## config.mk

```make
export PLATFORM = sky130hd
export DESIGN_NAME = mxpl_pool_engine
export DESIGN_NICKNAME = d
export VERILOG_FILES = /design/src/rtl/mxpl_pkg.sv /design/src/rtl/mxpl_pool_alu.sv /design/src/rtl/mxpl_pool_engine.sv
export SDC_FILE = /design/constraint.sdc
export NUM_CORES = 1
export LEC_CHECK = 0
export ABC_AREA = 1
export BUFFER_PORTS_ARGS = -buffer_cell sky130_fd_sc_hd__buf_2
export CAP_MARGIN = 5
export CORE_UTILIZATION = 55
export DETAILED_ROUTE_END_ITERATION = 7
export HOLD_SLACK_MARGIN = 0.06
export PLACE_DENSITY = 0.75
export SETUP_SLACK_MARGIN = 0.5
export SYNTH_ARGS = -nofsm -noshare
export SYNTH_HDL_FRONTEND = slang
export SYNTH_SLANG_ARGS = --single-unit
```

## constraint.sdc

```tcl
create_clock -name clk -period 8 [get_ports clk]
set_clock_uncertainty 0.2 [all_clocks]
set_input_delay 0.4 -clock clk [delete_from_list [all_inputs] [get_ports clk]]
set_output_delay 0.4 -clock clk [all_outputs]
set_load 0.05 [all_outputs]
```

## src/rtl/mxpl_pkg.sv

```systemverilog
// Shared constants for the pooling engine: mode encodings and the default sample width.
package mxpl_pkg;

  localparam logic [1:0] MODE_MAX = 2'b00;
  localparam logic [1:0] MODE_MIN = 2'b01;
  localparam logic [1:0] MODE_AVG = 2'b10;
  localparam logic [1:0] MODE_RSV = 2'b11;

  localparam int DEFAULT_DATAW = 20;

  // The reserved encoding behaves as max, so it is folded away once at latch time.
  function automatic logic [1:0] effMode(input logic [1:0] m);
    return (m == MODE_RSV) ? MODE_MAX : m;
  endfunction

endpackage

```

## src/rtl/mxpl_pool_alu.sv

```systemverilog
// Combinational update step for one channel accumulator: load, max, min or running sum.
module mxpl_pool_alu
  import mxpl_pkg::*;
#(
  parameter int DATAW = DEFAULT_DATAW,
  parameter int ACCW  = DATAW + 2
) (
  input  logic [1:0]              i_mode,
  input  logic                    i_first,
  input  logic signed [ACCW-1:0]  i_stored,
  input  logic signed [DATAW-1:0] i_sample,
  output logic signed [ACCW-1:0]  o_next
);

  logic signed [ACCW-1:0] w_ext;

  assign w_ext = {{(ACCW-DATAW){i_sample[DATAW-1]}}, i_sample};

  // Samples live sign-extended in the wide accumulator so one signed compare serves every mode.
  always_comb begin
    o_next = i_stored;
    if (i_first) begin
      o_next = w_ext;
    end else begin
      case (i_mode)
        MODE_MIN: if (w_ext < i_stored) o_next = w_ext;
        MODE_AVG: o_next = i_stored + w_ext;
        default:  if (w_ext > i_stored) o_next = w_ext;
      endcase
    end
  end

endmodule

```

## src/rtl/mxpl_pool_engine.sv

```systemverilog
// Windowed max/min/average pooling over CH round-robin interleaved channels, one result per channel per window.
module mxpl_pool_engine
  import mxpl_pkg::*;
#(
  parameter int DATAW = DEFAULT_DATAW,
  parameter int WIN   = 4,
  parameter int CH    = 1
) (
  input  logic                                  clk,
  input  logic                                  reset,
  input  logic                                  in_valid,
  input  logic signed [DATAW-1:0]               in_data,
  output logic                                  in_ready,
  input  logic [1:0]                            mode,
  input  logic                                  abort,
  output logic                                  out_valid,
  input  logic                                  out_ready,
  output logic signed [DATAW-1:0]               out_data,
  output logic [((CH > 1) ? $clog2(CH) : 1)-1:0] out_ch
);

  localparam int LOGW = $clog2(WIN);
  localparam int ACCW = DATAW + LOGW;
  localparam int CHW  = (CH > 1) ? $clog2(CH) : 1;

  logic [CHW-1:0]         r_ch;
  logic [LOGW-1:0]        r_rnd;
  logic [1:0]             r_mode;
  logic signed [ACCW-1:0] r_acc [CH];

  logic                    w_accept;
  logic                    w_first;
  logic                    w_last;
  logic                    w_chLast;
  logic signed [ACCW-1:0]  w_stored;
  logic signed [ACCW-1:0]  w_next;
  logic signed [DATAW-1:0] w_avgRes;
  logic signed [DATAW-1:0] w_result;

  assign in_ready = !out_valid || out_ready;
  assign w_accept = in_valid && in_ready && !abort;
  assign w_first  = (r_rnd == '0);
  assign w_last   = (r_rnd == LOGW'(WIN - 1));
  assign w_chLast = (r_ch == CHW'(CH - 1));
  assign w_stored = r_acc[r_ch];

  mxpl_pool_alu #(
    .DATAW(DATAW),
    .ACCW (ACCW)
  ) u_alu (
    .i_mode  (r_mode),
    .i_first (w_first),
    .i_stored(w_stored),
    .i_sample(in_data),
    .o_next  (w_next)
  );

  // The sum of WIN samples shifted back by log2(WIN) always fits DATAW, so truncation is exact.
  assign w_avgRes = DATAW'(w_next >>> LOGW);
  assign w_result = (r_mode == MODE_AVG) ? w_avgRes : w_next[DATAW-1:0];

  always_ff @(posedge clk) begin
    if (!reset) begin
      r_ch      <= '0;
      r_rnd     <= '0;
      r_mode    <= MODE_MAX;
      out_valid <= 1'b0;
      out_data  <= '0;
      out_ch    <= '0;
      for (int i = 0; i < CH; i++) begin
        r_acc[i] <= '0;
      end
    end else begin
      if (abort) begin
        r_ch  <= '0;
        r_rnd <= '0;
      end else if (w_accept) begin
        r_acc[r_ch] <= w_next;
        if (w_chLast) begin
          r_ch  <= '0;
          r_rnd <= w_last ? '0 : r_rnd + LOGW'(1);
        end else begin
          r_ch <= r_ch + CHW'(1);
        end
        // Round 0 just loads, so the freshly latched mode is only needed from round 1 onward.
        if (w_first && (r_ch == '0)) begin
          r_mode <= effMode(mode);
        end
      end

      if (w_accept && w_last) begin
        out_valid <= 1'b1;
        out_data  <= w_result;
        out_ch    <= r_ch;
      end else if (out_valid && out_ready) begin
        out_valid <= 1'b0;
      end
    end
  end

endmodule
```

# Word level (Yosys, flattened, before mapping)
# Memories as Yosys holds them, arrays and structs flattened.
# Cells that the tools add are included.
# Widths: inputs -> output; s select.
dict set report classes {
  n_reduce_logical 14
  n_mux 17
  n_eq_ne 4
  n_lt_le_gt_ge 2
  bitwise_logic 3
  addsub 3
}
# cell n
set op_table {}
lappend op_table {{$mux 22} 4}
lappend op_table {{$pmux 22 s2} 1}
lappend op_table {{$add 22x20->22} 1}
lappend op_table {{$gt 20x22->1} 1}
lappend op_table {{$lt 20x22->1} 1}
lappend op_table {{$reduce_or 22->1} 1}
lappend op_table {{$mux 20} 1}
lappend op_table {{$mux 1} 9}
lappend op_table {{$eq 2x2->1 const B} 3}
lappend op_table {{$logic_and 1x1->1} 5}
lappend op_table {{$mux 2} 2}
lappend op_table {{$not 1->1} 3}
lappend op_table {{$reduce_and 3->1} 1}
lappend op_table {{$add 2x1->2 const B} 1}
lappend op_table {{$eq 2x1->1 const B} 1}
lappend op_table {{$logic_not 1->1} 2}
lappend op_table {{$logic_not 2->1} 1}
lappend op_table {{$reduce_and 2->1} 1}
lappend op_table {{$reduce_bool 2->1} 1}
lappend op_table {{$reduce_or 2->1} 1}
lappend op_table {{$add 1x1->1 const B} 1}
lappend op_table {{$logic_or 1x1->1} 1}
dict set report totals {
  regBits 27
  mem_count 1
  inputBits 27
  ramBits 22
  elab_cells 50
}
# name depth word_bits read_ports rd_clocked_by_memory_dff write_ports line_no
set memory_table {}
lappend memory_table {r_acc 1 22 1 0 1 mxpl_pool_engine.sv:29} ;# logic signed [ACCW-1:0] r_acc [CH];

# Depth between registers and ports, before layout
dict set report logic_depth {
  depth_word 10
  ltp_mapped 23
  depth_no_buf 21
}

# Hierarchy
# A second synthesis with hierarchy kept.
dict set report unflattened {
  cells_unflattened 989
  hier_area_um2 5607.9
}
# mod cells_per_inst instances area_each_um2 seq_area_each_um2
set modules_own_cells {}
lappend modules_own_cells {mxpl_pool_alu 683 1 3403.3 0.0}
lappend modules_own_cells {mxpl_pool_engine 306 1 2204.6 1161.1}

# Worst setup path after synthesis
# Ideal clock, no wire load.
dict set report synth_path {
  path_type {in2reg}
  from {in in_data[17]}
  to {reg out_data[17]}
  setup_time_ns 0.132
  t_required_ns 7.668
  arrival_time_ns 2.243
  n_path_buf 1
  slack_ns 5.425
  path_stages 16
  path_cell_list {ha_1 -> nand2_1 -> inv_1 -> nand2_1 -> nand2_1 -> a21oi_1 -> nand4_1 -> nand3_4 -> buf_6 -> nor2_2 -> nor2_1 -> nand2_1 -> nand3_2 -> nand3_1 -> nand3_1 -> a21oi_1}
}
dict set report synth_between {
  elab_chain_len 5
}
# element line_no
set synth_rtl {}
lappend synth_rtl {{from (decl)} mxpl_pool_engine.sv:12} ;# input logic signed [DATAW-1:0] in_data,
lappend synth_rtl {{$gt 20x22->1 / $lt 20x22->1 (equally long branches)} {mxpl_pool_alu.sv:28, mxpl_pool_alu.sv:26}}
lappend synth_rtl {{$mux 22, on equally long branches} {mxpl_pool_alu.sv:28, mxpl_pool_alu.sv:26}}
lappend synth_rtl {{$pmux 22 s2} mxpl_pool_alu.sv:25} ;# case (i_mode)
lappend synth_rtl {{$mux 22 *} mxpl_pool_alu.sv:22} ;# if (i_first) begin
lappend synth_rtl {{$mux 20 *} mxpl_pool_engine.sv:60} ;# assign w_result = (r_mode == MODE_AVG) ? w_avgRes : w_next[DATAW-1:0];
lappend synth_rtl {{to (signal assigned)} mxpl_pool_engine.sv:93} ;# out_data <= w_result;
lappend synth_rtl {{to (decl)} mxpl_pool_engine.sv:18} ;# output logic signed [DATAW-1:0] out_data,
# Mark *: on every way between the ends. The rest lies on a longest branch, timed or not.
# A chain may end at the register's enable or synchronous reset.

# Worst setup path after layout
dict set report layout_path {
  from {mem r_acc[0][17] (netlist bit)}
  to {reg out_data[19]}
}
dict set report layout_between {
  elab_chain_len 6
}
# element line_no
set layout_rtl {}
lappend layout_rtl {{from (decl)} mxpl_pool_engine.sv:29}
lappend layout_rtl {{$mem_v2 1x22 *} -}
lappend layout_rtl {{$gt 20x22->1 / $lt 20x22->1 (equally long branches)} {mxpl_pool_alu.sv:28, mxpl_pool_alu.sv:26}}
lappend layout_rtl {{$mux 22, on equally long branches} {mxpl_pool_alu.sv:28, mxpl_pool_alu.sv:26}}
lappend layout_rtl {{$pmux 22 s2 *} mxpl_pool_alu.sv:25}
lappend layout_rtl {{$mux 22 *} mxpl_pool_alu.sv:22}
lappend layout_rtl {{$mux 20 *} mxpl_pool_engine.sv:60}
# Marks and branches as above.

==> out/results.txt <==
logic gate share of total power: 0.422
# rows: 35
number of vias per cell: 5.35
Mapped Cells: 928
DRT iter0 DRCs: 678
Die Span X: 101 um
clk sink count: 47
Area Growth Syn to Fin: 5.55%
Overflow after GRT: 0
Power Density: 133 mW/mm^2
crit end category: flip-flop
peak supply drop: 0.131 mV
vias: 5778
Synth cell types: 29
dpl ws: 4100 ps
WP data arrival: 3860 ps
hold buffers post-CTS: 0
RSZ-0062 raised after global routing: no
period utilisation layout: 0.487
Setup Fix Bufs, Post-CTS: 0
fin util: 0.609
Pleak: 0.00316 uW
post-route minimum period: 3900 ps
Antenna Nets Post-Route: 0
crit path max fanout: 23
DP Wirelength: 11.7 mm
Root Driver: clkbuf_8
Critical Path RT: 7970 ps
crit start category: flip-flop
Boundary Pins: 50
vias in the first global route: 4984
wirelength, routed: 15.6 mm
drt pass-1 iters: 6
Core Box Area: 0.00937 sq mm
TritonCTS clock tree: built
WL/cell: 14.4 um
IO Port Bufs: 48
# fillers: 970
Worst-path clk slew: 90 ps
Nets: 1024
effective utilization at floorplan: 0.577
Global Route Usage Sum: 0.311
Synth warnings: 0
crit-path cells: inv_1, ha_1, nand2_1, nor2_1, nand2_1, nor2_2, nand4_1, nand3_4, nor2_2, nor2_1, nand2_1, nand3_2, nand3_1, nand3_1, a21oi_1
Top cell by count, worst path: nand2_1
FMAX: 0.257 GHz
Overall Power: 757 uW
syn avg cell area: 5.83 sq um
Final GP Congestion: 0.955
switch share: 0.417
CTS Buffer Depth: 2
Max stage delay on crit path: 790 ps
largest net degree at the start of global routing: 39
Final Hold Viols: 0
die area: 0.0102 sq mm
post-synthesis sequential area ratio: 0.215
final setup fails: 0
total CTS buffers: 5
P_int: 441 uW
number of max-slew violations in the final report: 0
Setup TNS Final: 0 ps
crit path max-delay cell type: nand4_1
Hold Crit Class: input port to flip-flop
chip height: 101 um
relative slew slack: 0.167
final critical-path setup slack: 4100 ps
syn nets: 1003
area of the multi-input gates: 0.00354 sq mm
Net Sw Power: 316 uW
CTS HTree Levels: 2
Antenna diodes: 0
Slew @ Worst Pin: 1250 ps
number of max-cap violations: 0
hold slack: 165 ps
crit path kind: flip-flop to flip-flop
Seq. cell area: 0.00116 sq mm
# DRC: 0
sequential share of power: 0.354
Post-CTS Resized: 0
status: finished clean
share of layout cells above drive strength 1: 0.0863
clock power share: 0.224
first-pass GRT wire length: 25.2 mm
Synth Register Bits: 47
synthesized cell area: 0.00541 sq mm
Clock Latency Late Sink: 300 ps
initial antenna violation count: 0
-- flip-flops by register name, indices dropped and copies added (netlist names) --
| signal | flops |
|---|---|
| r_acc | 22 |
| out_data | 20 |
| r_mode | 2 |
| r_rnd | 2 |
| out_valid | 1 |
-- cell usage after synthesis --
master,instances,share of area
a211oi_1,3,0.0042
a21boi_0,3,0.0042
a21o_1,4,0.0056
a21oi_1,57,0.053
and2_1,1,0.0012
buf_1,1,0.00069
buf_2,14,0.013
buf_4,1,0.0014
buf_6,8,0.017
clkbuf_1,11,0.0076
conb_1,1,0.00069
dfxtp_1,25,0.093
edfxtp_1,22,0.12
fa_1,1,0.0037
ha_1,47,0.11
inv_1,130,0.090
nand2_1,332,0.23
nand2_2,16,0.019
nand3_1,138,0.13
nand3_2,2,0.0037
nand3_4,1,0.0032
nand4_1,8,0.0093
nor2_1,70,0.049
nor2_2,2,0.0023
nor3_1,2,0.0019
o211ai_1,1,0.0014
o21ai_0,19,0.018
o21bai_1,3,0.0042
or2_2,5,0.0058
-- cell usage in the layout (no fill, tap or decap), drive strengths merged --
cell / netlist / final
nand2: 348 / 348
nand3: 141 / 141
inv: 130 / 131
nor2: 72 / 72
a21oi: 57 / 57
buf: 24 / 49
ha: 47 / 47
dfxtp: 25 / 25
edfxtp: 22 / 22
o21ai: 19 / 19
nand4: 8 / 8
clkbuf: 11 / 7
or2: 5 / 5
a21o: 4 / 4
o21bai: 3 / 3
a21boi: 3 / 3
a211oi: 3 / 3
nor3: 2 / 2
and2: 1 / 1
o211ai: 1 / 1
fa: 1 / 1
conb: 1 / 1
-- area by class of cell --
cell class	instances	share of cell area
multi-input cells	716	0.621
flip-flops and latches	47	0.203
inverters	130	0.0855
repair buffers	49	0.0434
well taps	129	0.0283
clock buffers	7	0.0171
clock inverters	1	0.00110
-- critical path, delay by kind of cell (launching register included) --
family | cells | cell delay (ps)
and+or+nand+nor | 12 | 2530
DFF | 1 | 420
adders and majority gates | 1 | 410
buffers and inverters | 1 | 120
AOI/OAI and AO/OA | 1 | 80
-- path summary, 6_finish.rpt --
| kind | slack (ps) | start | cells past startpoint | endpoint |
|---|---|---|---|---|
| max | 4100 | r_acc[0][17] | 15 | out_data[19] |
| min | 170 | reset | 3 | r_mode[1] |
| max reg2reg | 4100 | r_acc[0][17] | 15 | out_data[19] |
| min reg2reg | 270 | out_data[1] | 2 | out_data[1] |
-- routing by layer --
| metal | vias up | GRT usage | routed length (um) |
|---|---|---|---|
| li1 | 2974 | - | - |
| met1 | 2547 | 0.471 | 7660 |
| met2 | 236 | 0.469 | 6550 |
| met3 | 21 | 0.0359 | 1100 |
| met4 | 0 | 0.0758 | 250 |
| met5 | - | 0 | 0 |
-- through the flow --
step	instance area [sq um]	instances
global route	5710	1079
floorplan	5410	928
global placement	5600	1071
CTS	5710	1079
finish	5710	1079
detailed placement	5600	1071
-- cell families (layout without fill, tap and decap cells) --
logic type | Yosys count | in the layout | share of synthesized area
and+or+nand+nor | 577 | 577 | 0.453
buffers and inverters | 165 | 187 | 0.130
AOI/OAI and AO/OA | 90 | 90 | 0.0898
adders and majority gates | 48 | 48 | 0.112
DFF | 47 | 47 | 0.215
other | 1 | 1 | 0.000694
-- power groups by stage --
stage	sequential (uW)	clock, uW	combinational (uW)
global route	269	177	360
CTS	267	171	313
detailed placement	273	0	311
global placement	273	0	310
floorplan	271	0	253
finish	268	169	320
Note: power is estimated with default switching activity, not from simulation.
